`config.mk`:
```
export PLATFORM = sky130hd
export DESIGN_NAME = ac_alu
export DESIGN_NICKNAME = d
export VERILOG_FILES = /design/src/rtl/ac_alu.sv
export SDC_FILE = /design/constraint.sdc
export NUM_CORES = 1
export LEC_CHECK = 0
export ABC_CLOCK_PERIOD_IN_PS = 1800
export CORE_MARGIN = 4
export CORE_UTILIZATION = 30
export DETAILED_ROUTE_END_ITERATION = 16
export MAX_ROUTING_LAYER = met4
export PLACE_DENSITY = 0.56
export SLEW_MARGIN = 15
export SYNTH_ARGS = -nofsm -noshare
export SYNTH_HDL_FRONTEND = slang
export SYNTH_SLANG_ARGS = --single-unit
```
`constraint.sdc`:
```
create_clock -name clk -period 1.8 [get_ports clk]
set_input_delay 0.18 -clock clk [delete_from_list [all_inputs] [get_ports clk]]
set_output_delay 0.18 -clock clk [all_outputs]
set_load 0.03 [all_outputs]
```
`src/rtl/ac_alu.sv`:
```
// ac_alu: accumulator ALU owning the E flip-flop; single-cycle ops plus optional
// shift-add multiply (opcode A) enabled by macro AC_ALU_MUL_EN.
module ac_alu #(
    parameter int WIDTH = 16
) (
    input  logic             clk,
    input  logic             REST,
    input  logic             START,
    input  logic [3:0]       OP,
    input  logic [WIDTH-1:0] AC_IN,
    input  logic [WIDTH-1:0] DR_IN,
    output logic [WIDTH-1:0] RESULT,
    output logic             AC_LOAD,
    output logic             E,
    output logic             BUSY,
    output logic             DONE
);
    typedef enum logic [1:0] {
        IDLE = 2'd0,
        FIN  = 2'd1
`ifdef AC_ALU_MUL_EN
        , MUL = 2'd2
`endif
    } state_t;

    state_t           state_q, state_d;
    logic [WIDTH-1:0] result_q, result_d;
    logic             e_q, e_d;
    logic             ld_q, ld_d;
`ifdef AC_ALU_MUL_EN
    localparam int CW = $clog2(WIDTH + 1);
    logic [2*WIDTH-1:0] p_q, p_d;
    logic [WIDTH-1:0]   m_q, m_d;
    logic [CW-1:0]      cnt_q, cnt_d;
    logic [WIDTH:0]     sum;
`endif

    always_comb begin
        state_d  = state_q;
        result_d = result_q;
        e_d      = e_q;
        ld_d     = ld_q;
`ifdef AC_ALU_MUL_EN
        p_d      = p_q;
        m_d      = m_q;
        cnt_d    = cnt_q;
        sum      = '0;
`endif
        case (state_q)
            IDLE: if (START) begin
                state_d = FIN;
                ld_d    = 1'b1;
                case (OP)
                    4'h0: result_d = '0;
                    4'h1: result_d = AC_IN & DR_IN;
                    4'h2: {e_d, result_d} = {1'b0, AC_IN} + {1'b0, DR_IN};
                    4'h3: result_d = DR_IN;
                    4'h4: result_d = ~AC_IN;
                    4'h5: begin e_d = ~e_q; ld_d = 1'b0; end
                    4'h6: begin result_d = {e_q, AC_IN[WIDTH-1:1]}; e_d = AC_IN[0]; end
                    4'h7: begin result_d = {AC_IN[WIDTH-2:0], e_q}; e_d = AC_IN[WIDTH-1]; end
                    4'h8: result_d = AC_IN + WIDTH'(1);
                    4'h9: begin e_d = 1'b0; ld_d = 1'b0; end
`ifdef AC_ALU_MUL_EN
                    4'hA: begin
                        state_d = MUL;
                        p_d     = {{WIDTH{1'b0}}, DR_IN};
                        m_d     = AC_IN;
                        cnt_d   = '0;
                    end
`endif
                    default: ld_d = 1'b0;
                endcase
            end
`ifdef AC_ALU_MUL_EN
            // One idle-free finalize cycle after WIDTH iterations commits the product.
            MUL: if (cnt_q == CW'(WIDTH)) begin
                state_d  = FIN;
                result_d = p_q[WIDTH-1:0];
                e_d      = |p_q[2*WIDTH-1:WIDTH];
                ld_d     = 1'b1;
            end else begin
                sum   = {1'b0, p_q[2*WIDTH-1:WIDTH]} + (p_q[0] ? {1'b0, m_q} : '0);
                p_d   = {sum, p_q[WIDTH-1:1]};
                cnt_d = cnt_q + CW'(1);
            end
`endif
            default: state_d = IDLE;
        endcase
    end

    always_ff @(posedge clk or posedge REST) begin
        if (REST) begin
            state_q  <= IDLE;
            result_q <= '0;
            e_q      <= 1'b0;
            ld_q     <= 1'b0;
`ifdef AC_ALU_MUL_EN
            p_q      <= '0;
            m_q      <= '0;
            cnt_q    <= '0;
`endif
        end else begin
            state_q  <= state_d;
            result_q <= result_d;
            e_q      <= e_d;
            ld_q     <= ld_d;
`ifdef AC_ALU_MUL_EN
            p_q      <= p_d;
            m_q      <= m_d;
            cnt_q    <= cnt_d;
`endif
        end
    end

    assign RESULT  = result_q;
    assign E       = e_q;
    assign BUSY    = state_q != IDLE;
    assign DONE    = state_q == FIN;
    assign AC_LOAD = (state_q == FIN) && ld_q;
endmodule

```
==> results of run 1 <==
[power by group through the flow]
stage | clock [mW] | sequential [mW] | combinational [mW]
finish | 0.340 | 0.534 | 1.35
floorplan | 0 | 0.658 | 0.527
global placement | 0 | 0.542 | 1.22
global route | 0.351 | 0.542 | 1.45
CTS | 0.340 | 0.534 | 1.29
detailed placement | 0 | 0.542 | 1.23
[layer usage]
layer | GRT usage | up-vias | wire [um]
met2 | 0.320 | 120 | 5130
met3 | 0.0261 | 14 | 662
met4 | 0.0465 | 0 | 187
met5 | - | - | 0
met1 | 0.270 | 1634 | 4980
li1 | - | 1659 | -
[synth_stat cells (all sizes together), types with 6 or more instances]
cell type	instances
nand3	7
nand2b	6
o22ai	6
xnor2	17
ha	17
o211ai	8
nor3	8
nand4	8
dfrtp	19
a21oi	29
inv	7
mux2i	9
o221ai	8
nand2	44
buf	23
mux2	7
nor2	21
o21ai	29
a22oi	6
[worst max-delay path, stage by stage]
cell             delay [ns]
clkdlybuf4s50_1        0.53
ha_4                   0.24
and3_1                 0.21
o211ai_1               0.19
nor2b_4                0.25
mux2i_1                0.21
nand4_1                0.10
[worst min-delay path by stage]
stage                                start                    end  slack [ns]
final                                 REST  RESULT[3]$_DFFE_PP0P_        0.24
after global routing                  REST  RESULT[3]$_DFFE_PP0P_        0.27
after CTS                             REST  RESULT[3]$_DFFE_PP0P_        0.25
after detailed placement  ld_q$_DFFE_PP0P_       ld_q$_DFFE_PP0P_        0.46
after global placement    ld_q$_DFFE_PP0P_       ld_q$_DFFE_PP0P_        0.45
after floorplan                       REST          E$_DFFE_PP0P_        0.13
[state kept, by name, indices dropped and copies added (netlist names)]
signal,count
RESULT,16
state_q,1
E,1
ld_q,1
[final cells by class]
class / count / area share
flip-flops and latches: 19 / 0.103
well taps: 108 / 0.0292
inverters: 7 / 0.00569
clock buffers: 3 / 0.00894
clock inverters: 1 / 0.00108
multi-input cells: 294 / 0.501
repair buffers: 193 / 0.351
[repair_timing]
action | 4_1_cts | 5_1_grt
buffers inserted | 3 | 1
gates resized for setup | 56 | 35
setup endpoints to repair | 17 | 15
hold buffers | 0 | 0
cloned | 1 | 0
pin swaps | 17 | 19
[cell families after synthesis]
group / count (synthesis) / synth area share
buffers and inverters: 35 / 0.0821
flip-flops: 19 / 0.173
XOR/XNOR: 22 / 0.0703
adder cells (fa/ha/maj): 18 / 0.0849
AND/OR/NAND/NOR: 117 / 0.220
AO/OA/AOI/OAI: 121 / 0.307
multiplexers: 16 / 0.0616
[cells in the final DEF (no fill, tap or decap), types with 6 or more instances in the layout]
| cell | instances |
|---|---|
| a21oi_1 | 20 |
| a21oi_2 | 6 |
| a22oi_1 | 6 |
| buf_4 | 123 |
| buf_6 | 11 |
| clkdlybuf4s50_1 | 39 |
| dfrtp_1 | 19 |
| dlygate4sd2_1 | 12 |
| ha_1 | 7 |
| ha_4 | 8 |
| inv_1 | 6 |
| mux2_2 | 6 |
| mux2i_1 | 9 |
| nand2_1 | 41 |
| nand4_1 | 8 |
| nor2_1 | 20 |
| o211ai_1 | 8 |
| o21ai_0 | 15 |
| o21ai_1 | 12 |
| o221ai_1 | 6 |
| o22ai_1 | 6 |
| xnor2_1 | 16 |
==> reports/qor.yml, run 1 <==
run_status:
  status: "finished, final reports clean"
clocking:
  cts_buffers: 3
  clk_latency_ns: 0.27
  max-clock-path-buffers: 2
  clock_sinks: 19
  cts_tree: "done"
  clock_tree.root_cell: "clkbuf_8"
  path_clk_slew_ns: 0.09
  htreeDepth: 1
placed_design:
  io_buffers: 58
  dp.cells: 616
  dpl-instance-area_sq_um: 4250
  gp_congestion: 0.961
  dpl.hpwl_um: 8440
  place_ws_ns: -0.784
sta:
  grt_setup_unrepaired: "yes"
  setup_viol: 0
  holdWs_ns: 0.243
  drv_slew: 0
  setup_slack_ns: 0.0282
  fmax_mhz: 564
  hold_viol_final: 0
  finClkSkew_ns: 0.00524
  timing.slew.headroom: 0.653
  period_minus_slack_ns: 1.77
  fin_setup_tns_ns: 0
  tightest_slew_ns: 0.518
  timing.final.crit_share: 0.984
routing:
  wire_per_inst_um: 17.6
  drt_iter0_drc: 238
  postRouteWirelength_um: 11000
  vias: 3427
  antenna_left: 0
  drt-vias-per-instance: 5.48
  remaining_drc_errors: 0
  drt_pass1_iterations: 6
setup_path:
  crit_path_end: "RESULT[12]$_DFFE_PP0P_"
  critPathLaunchType: "input pin"
  timing.rr.start: "state_q[0]$_DFFE_PP0P_"
  crit_required_ns: 1.94
  critical_path_class: "in2reg"
  r2r_cells: 5
  r2r_slack_ns: 0.33
  reg2reg_to: "RESULT[3]$_DFFE_PP0P_"
  arrival_ns: 1.91
  cp_max_fo: 4
  crit_path_start: "DR_IN[7]"
  critPathCaptureType: "flip-flop"
power:
  p_int_mw: 1.32
  p_sw_frac: 0.406
  clock_power_share: 0.153
  powerDensity_nw_per_um2: 481
  p_seq_frac: 0.240
  leakage_nw: 1.98
  power_mw: 2.22
  p_sw_uw: 903
  combPwrFrac: 0.607
  peakVddDrop_mv: 0.172
synthesis:
  synth.top_cell.area_share: 0.173
  ys_ff_latch: 19
  synth_edf_count: 0
  yosysUniqueCellTypes: 58
  yosysSeqAreaShare: 0.173
  synthFlopType: "dfrtp_1"
  yosysWarnings: 0
  synth.largest_area_cell: "dfrtp_1"
  netlist_instances: 348
  synth.net_count: 405
  yosys-top-cells-area: "dfrtp_1 17%, ha_1 7.8%, nand2_1 6.0%"
  async_reset_ff_frac: 1.00
  syn_area_per_cell_sq_um: 7.88
  synth_area_sq_um: 2740
worst_hold_path:
  hp-class: "in2async"
grt:
  grt_pass1_vias: 3386
  grt_max_degree: 20
  grt.overflow.total: 0
  grt_antenna_before_repair: 0
  grt_first_pass_wirelength_um: 17300
  grt_usage: 0.200
job:
  maxCapViolations: 0
layout:
  multi_input_area_sq_um: 2320
  fill_cells: 845
  seqCellArea_sq_um: 475
  num_antenna_cells: 0
  drive_gt1_frac: 0.393
  finalNetCount: 575
  syn_to_final_growth_pct: 68.5
  post-route-util: 0.525
  final_area_sq_um: 4620
  stdcell_count: 625
floorplan:
  io-pin-count: 59
  dieArea_sq_um: 10700
  fp-row-count: 34
  die_y_um: 104
  start_util: 0.311
  die_w_um: 104
  core-area_sq_um: 8810
Note: power is estimated with default switching activity, not from simulation.
==> run 2: changes to the inputs <==
--- a/config.mk
+++ b/config.mk
@@ -9,8 +9,7 @@
 export CORE_MARGIN = 4
 export CORE_UTILIZATION = 30
 export DETAILED_ROUTE_END_ITERATION = 16
-export MAX_ROUTING_LAYER = met4
-export PLACE_DENSITY = 0.56
+export PLACE_DENSITY_LB_ADDON = 0.08
 export SLEW_MARGIN = 15
 export SYNTH_ARGS = -nofsm -noshare
 export SYNTH_HDL_FRONTEND = slang
==> reports/qor.yml, run 2 (synthesized netlist as in run 1, its figures left out) <==
sta:
  hold_viol_final: 0  # unchanged
  setup_viol: 1  # was 0
  setup_slack_ns: -0.0113  # was 0.0282 ns
  drv_slew: 0  # unchanged
  timing.slew.headroom: 0.648  # was 0.653
  fmax_mhz: 552  # was 564 MHz
  tightest_slew_ns: 0.525  # was 0.518 ns
  finClkSkew_ns: 0.00487  # was 0.00524 ns
  grt_setup_unrepaired: "yes"  # unchanged
  timing.final.crit_share: 1.01  # was 0.984
  period_minus_slack_ns: 1.81  # was 1.77 ns
layout:
  syn_to_final_growth_pct: 70.3  # was 68.5%
  seqCellArea_sq_um: 475  # unchanged
  multi_input_area_sq_um: 2340  # was 2320 sq um
  finalNetCount: 575  # unchanged
  fill_cells: 859  # was 845
  post-route-util: 0.530  # was 0.525
  layout_commonest_cell: "buf_4"  # unchanged
  largest_reg_flops: 16  # unchanged
  num_antenna_cells: 0  # unchanged
  final_cell_mix: "123 x buf_4, 43 x nand2_1, 37 x clkdlybuf4s50_1, 21 x a21oi_1, 20 x nor2_1"  # was 123 x buf_4, 41 x nand2_1, 39 x clkdlybuf4s50_1, 20 x nor2_1, 20 x a21oi_1
  drive_gt1_frac: 0.385  # was 0.393
floorplan:
  dieArea_sq_um: 10700  # unchanged
  start_util: 0.311  # unchanged
  die_w_um: 104  # unchanged
  io-pin-count: 59  # unchanged
  fp-row-count: 34  # unchanged
  core-area_sq_um: 8810  # unchanged
  die_y_um: 104  # unchanged
setup_path:
  crit_slowest_cell: "clkdlybuf4s50_1"  # unchanged
  timing.rr.start: "state_q[0]$_DFFE_PP0P_"  # unchanged
  cp_max_fo: 5  # was 4
  critPathCaptureType: "flip-flop"  # unchanged
  crit_required_ns: 1.95  # was 1.94 ns
  critPathLaunchType: "input pin"  # unchanged
  crit_chain: "clkdlybuf4s50_1 -> buf_6 -> nor2b_4 -> and2_4 -> a222oi_1 -> a31oi_1 -> a221o_1"  # was clkdlybuf4s50_1 -> ha_4 -> and3_1 -> o211ai_1 -> nor2b_4 -> mux2i_1 -> nand4_1
  cp_slowest_stage_delay_ns: 0.47  # was 0.53 ns
  critical_path_class: "in2reg"  # unchanged
  reg2reg_to: "RESULT[7]$_DFFE_PP0P_"  # was RESULT[3]$_DFFE_PP0P_
  arrival_ns: 1.96  # was 1.91 ns
  r2r_slack_ns: 0.33  # about the same
  r2r_cells: 5  # unchanged
  crit_path_start: "OP[3]"  # was DR_IN[7]
placed_design:
  gp_congestion: 0.869  # was 0.961
  io_buffers: 58  # unchanged
  dpl.hpwl_um: 8520  # was 8440 um
run_status:
  status: "finished, violations left"  # was finished, final reports clean
  violations: "setup timing"
grt:
  grt.overflow.total: 0  # unchanged
  grt_antenna_before_repair: 0  # unchanged
  grt_pass1_vias: 3289  # was 3386
  grt_max_degree: 20  # unchanged
  grt_first_pass_wirelength_um: 17100  # was 17300 um
  grt_usage: 0.194  # was 0.200
clocking:
  postCtsHoldBufs: 0  # unchanged
  clock_tree.root_cell: "clkbuf_8"  # unchanged
  clk_latency_ns: 0.26  # was 0.27 ns
  path_clk_slew_ns: 0.08  # was 0.09 ns
  cts_buffers: 3  # unchanged
  max-clock-path-buffers: 2  # unchanged
  htreeDepth: 1  # unchanged
  cts_tree: "done"  # unchanged
  clock_sinks: 19  # unchanged
routing:
  drt-vias-per-instance: 5.41  # was 5.48
  vias: 3380  # was 3427
  postRouteWirelength_um: 10900  # was 11000 um
  antenna_left: 0  # unchanged
  drt_pass1_iterations: 5  # was 6
  drt_iter0_drc: 263  # was 238
  remaining_drc_errors: 0  # unchanged
  wire_per_inst_um: 17.4  # was 17.6 um
power:
  peakVddDrop_mv: 0.201  # was 0.172 mV
  powerDensity_nw_per_um2: 476  # was 481 nW/um^2
  leakage_nw: 1.97  # was 1.98 nW
  power_mw: 2.22  # about the same
job:
  maxCapViolations: 0  # unchanged
worst_hold_path:
  hp-class: "in2async"  # unchanged
==> run 2: final cells by class <==
cell class                 instances  share of cell area
clock buffer                       3             0.00884
clock inverter                     1             0.00107
inverter                           7             0.00563
multi-input combinational        294               0.501
sequential                        19               0.102
tap                              108              0.0289
timing repair buffer             193               0.353
==> run 2: critical path, delay by kind of cell <==
family                 cells  cell delay (ns)
AND/OR/NAND/NOR            2             0.23
buffers and inverters      2             0.60
AO/OA/AOI/OAI              3             0.94
==> run 2: what timing repair did <==
item,in CTS,in global routing
buffers inserted,4,3
gates resized for setup,57,32
endpoints found under the setup margin,17,14
pin swaps,19,19
gates cloned,1,1
endpoints found under the hold margin,0,0
==> run 2: worst max-delay path by stage <==
stage,end,cells past startpoint
2_1_floorplan,RESULT[10]$_DFFE_PP0P_,9
3_3_place_gp,RESULT[14]$_DFFE_PP0P_,10
3_5_place_dp,RESULT[14]$_DFFE_PP0P_,10
4_1_cts,RESULT[7]$_DFFE_PP0P_,7
5_1_grt,RESULT[7]$_DFFE_PP0P_,7
6_report,RESULT[7]$_DFFE_PP0P_,7
==> run 2: metal layers <==
layer / global-route usage / share of wire / vias up
li1: - / - / 1656
met1: 0.275 / 0.47 / 1601
met2: 0.323 / 0.47 / 115
met3: 0.0187 / 0.053 / 8
met4: 0.0399 / 0.010 / 0
met5: 0 / 0 / -
==> run 2: report_power, final <==
part	total, mW	internal, mW	leakage, nW	switching (mW)
registers	0.536	0.491	0.252	0.0452
clock network	0.317	0.154	0.0255	0.163
logic	1.37	0.690	1.69	0.678
total	2.22	1.34	1.97	0.886
==> run 2: per-stage QoR <==
| step | hold slack (ns) | instances | TNS, ns | instance area [sq um] | worst slack (ns) |
|---|---|---|---|---|---|
| floorplan | 0.131 | 348 | 0 | 2740 | 0.00184 |
| global placement | 0.454 | 612 | -8.78 | 4230 | -0.695 |
| detailed placement | 0.470 | 612 | -9.27 | 4230 | -0.730 |
| CTS | 0.247 | 621 | -0.00178 | 4520 | -0.00178 |
| global route | 0.277 | 625 | -0.190 | 4670 | -0.0675 |
| finish | 0.236 | 625 | -0.0113 | 4670 | -0.0113 |
==> run 3: changes to the inputs <==
--- a/config.mk
+++ b/config.mk
@@ -7,7 +7,7 @@
 export LEC_CHECK = 0
 export ABC_CLOCK_PERIOD_IN_PS = 1800
 export CORE_MARGIN = 4
-export CORE_UTILIZATION = 30
+export CORE_UTILIZATION = 35
 export DETAILED_ROUTE_END_ITERATION = 16
 export PLACE_DENSITY_LB_ADDON = 0.08
 export SLEW_MARGIN = 15
==> reports/qor.yml, run 3 (synthesized netlist as in run 1, its figures left out) <==
sta:
  setup_slack_ns: 0.0316  # was -0.0113 ns
  hold_viol_final: 0  # unchanged
  timing.slew.headroom: 0.627  # was 0.648
  timing.final.crit_share: 0.982  # was 1.01
  period_minus_slack_ns: 1.77  # was 1.81 ns
  fmax_mhz: 565  # was 552 MHz
  tightest_slew_ns: 0.556  # was 0.525 ns
  drv_slew: 0  # unchanged
  grt_setup_unrepaired: "yes"  # unchanged
  finClkSkew_ns: 0.00374  # was 0.00487 ns
  holdWs_ns: 0.208  # was 0.236 ns
  setup_viol: 0  # was 1
  fin_setup_tns_ns: 0  # was -0.0113 ns
placed_design:
  dpl.hpwl_um: 8680  # was 8520 um
  place_ws_ns: -0.650  # was -0.730 ns
  gp_congestion: 0.922  # was 0.869
  io_buffers: 58  # unchanged
  dp.cells: 612  # unchanged
floorplan:
  start_util: 0.357  # was 0.311
  io-pin-count: 59  # unchanged
  fp-row-count: 32  # was 34
  dieArea_sq_um: 9320  # was 10700 sq um
  die_y_um: 96.5  # was 104 um
  core-area_sq_um: 7690  # was 8810 sq um
  die_w_um: 96.5  # was 104 um
grt:
  grt_first_pass_wirelength_um: 17200  # was 17100 um
  grt.overflow.total: 0  # unchanged
  grt_pass1_vias: 3357  # was 3289
  grt_usage: 0.241  # was 0.194
  grt_antenna_before_repair: 0  # unchanged
  grt_max_degree: 20  # unchanged
power:
  leakage_nw: 2.13  # was 1.97 nW
  peakVddDrop_mv: 0.192  # was 0.201 mV
  power_mw: 2.28  # was 2.22 mW
  powerDensity_nw_per_um2: 471  # was 476 nW/um^2
clocking:
  clock_sinks: 19  # unchanged
  path_clk_slew_ns: 0.09  # was 0.08 ns
  clk_latency_ns: 0.27  # was 0.26 ns
  htreeDepth: 1  # unchanged
  max-clock-path-buffers: 2  # unchanged
  cts_buffers: 3  # unchanged
  cts_tree: "done"  # unchanged
  postCtsHoldBufs: 0  # unchanged
  clock_tree.root_cell: "clkbuf_8"  # unchanged
routing:
  antenna_left: 0  # unchanged
  wire_per_inst_um: 18.0  # was 17.4 um
  drt_pass1_iterations: 5  # unchanged
  drt-vias-per-instance: 5.51  # was 5.41
  vias: 3437  # was 3380
  remaining_drc_errors: 0  # unchanged
  postRouteWirelength_um: 11200  # was 10900 um
  drt_iter0_drc: 198  # was 263
layout:
  largest_reg_flops: 16  # unchanged
  finalNetCount: 580  # was 575
  layout_commonest_cell: "buf_4"  # unchanged
  drive_gt1_frac: 0.416  # was 0.385
  syn_to_final_growth_pct: 76.3  # was 70.3%
  num_antenna_cells: 0  # unchanged
  final_cell_mix: "124 x buf_4, 43 x nand2_1, 35 x clkdlybuf4s50_1, 20 x a21oi_1"  # was 123 x buf_4, 43 x nand2_1, 37 x clkdlybuf4s50_1, 21 x a21oi_1, 20 x nor2_1
  stdcell_count: 624  # was 625
setup_path:
  r2r_cells: 6  # was 5
  critPathLaunchType: "input pin"  # unchanged
  timing.rr.start: "state_q[0]$_DFFE_PP0P_"  # unchanged
  r2r_slack_ns: 0.31  # was 0.33 ns
  arrival_ns: 1.95  # was 1.96 ns
  critical_path_class: "in2reg"  # unchanged
  reg2reg_to: "RESULT[15]$_DFFE_PP0P_"  # was RESULT[7]$_DFFE_PP0P_
  crit_required_ns: 1.98  # was 1.95 ns
  critPathCaptureType: "flip-flop"  # unchanged
  cp_max_fo: 7  # was 5
run_status:
  status: "finished, final reports clean"  # was finished, violations left
worst_hold_path:
  whs_endpoint: "RESULT[0]$_DFFE_PP0P_"
  hold_start: "DR_IN[0]"
  hp-class: "in2reg"  # was in2async
  hold_depth: 3
job:
  maxCapViolations: 0  # unchanged
==> run 3: how the worst max path moves through the flow <==
| stage | start | end | slack, ns | cells past startpoint |
|---|---|---|---|---|
| 3_5_place_dp | DR_IN[0] | RESULT[10]$_DFFE_PP0P_ | -0.65 | 10 |
| 5_1_grt | OP[3] | RESULT[5]$_DFFE_PP0P_ | -0.02 | 10 |
| 2_1_floorplan | AC_IN[0] | RESULT[10]$_DFFE_PP0P_ | 0.002 | 9 |
| 3_3_place_gp | DR_IN[0] | RESULT[14]$_DFFE_PP0P_ | -0.63 | 11 |
| 6_report | OP[3] | RESULT[10]$_DFFE_PP0P_ | 0.03 | 9 |
| 4_1_cts | AC_IN[2] | RESULT[12]$_DFFE_PP0P_ | 0.0004 | 8 |
==> run 3: routing by layer <==
layer,global-route usage,vias up,share of wire
met1,0.339,1635,0.46
met4,0.0491,0,0.012
met3,0.0256,11,0.062
li1,-,1671,-
met5,0,-,0
met2,0.398,120,0.47
==> run 3: timing repair <==
| action | CTS | global route |
|---|---|---|
| buffers inserted | 2 | 6 |
| gates resized for setup | 57 | 59 |
| cloned | 0 | 2 |
| setup endpoints to repair | 16 | 17 |
| pin swaps | 20 | 26 |
==> run 3: cell type report <==
cell class	count	area, sq um
Fill cell	664	2850
Multi-Input combinational cell	294	2450
Timing Repair Buffer	198	1710
Sequential cell	19	475
Tap cell	102	128
Clock buffer	3	41.3
Inverter	7	26.3
Clock inverter	1	5.00
==> run 3: critical path: stages <==
cell and delay [ns]:
clkdlybuf4s50_1 0.47, buf_6 0.16, buf_6 0.12, nor4b_4 0.23
clkdlybuf4s15_2 0.32, buf_4 0.13, buf_4 0.09, a21oi_1 0.06
o221ai_1 0.19
==> run 3: report_power, final <==
group / switching [mW] / internal (mW) / leakage [nW]
clock network: 0.184 / 0.155 / 0.0255
registers: 0.0469 / 0.491 / 0.252
logic: 0.705 / 0.695 / 1.85
==> run 3: metrics by stage <==
stage	cell area (sq um)	util
6_report	4830	0.629
5_1_grt	4830	0.629
4_1_cts	4520	0.589
3_5_place_dp	4260	0.554
3_3_place_gp	4260	0.554
2_1_floorplan	2740	-
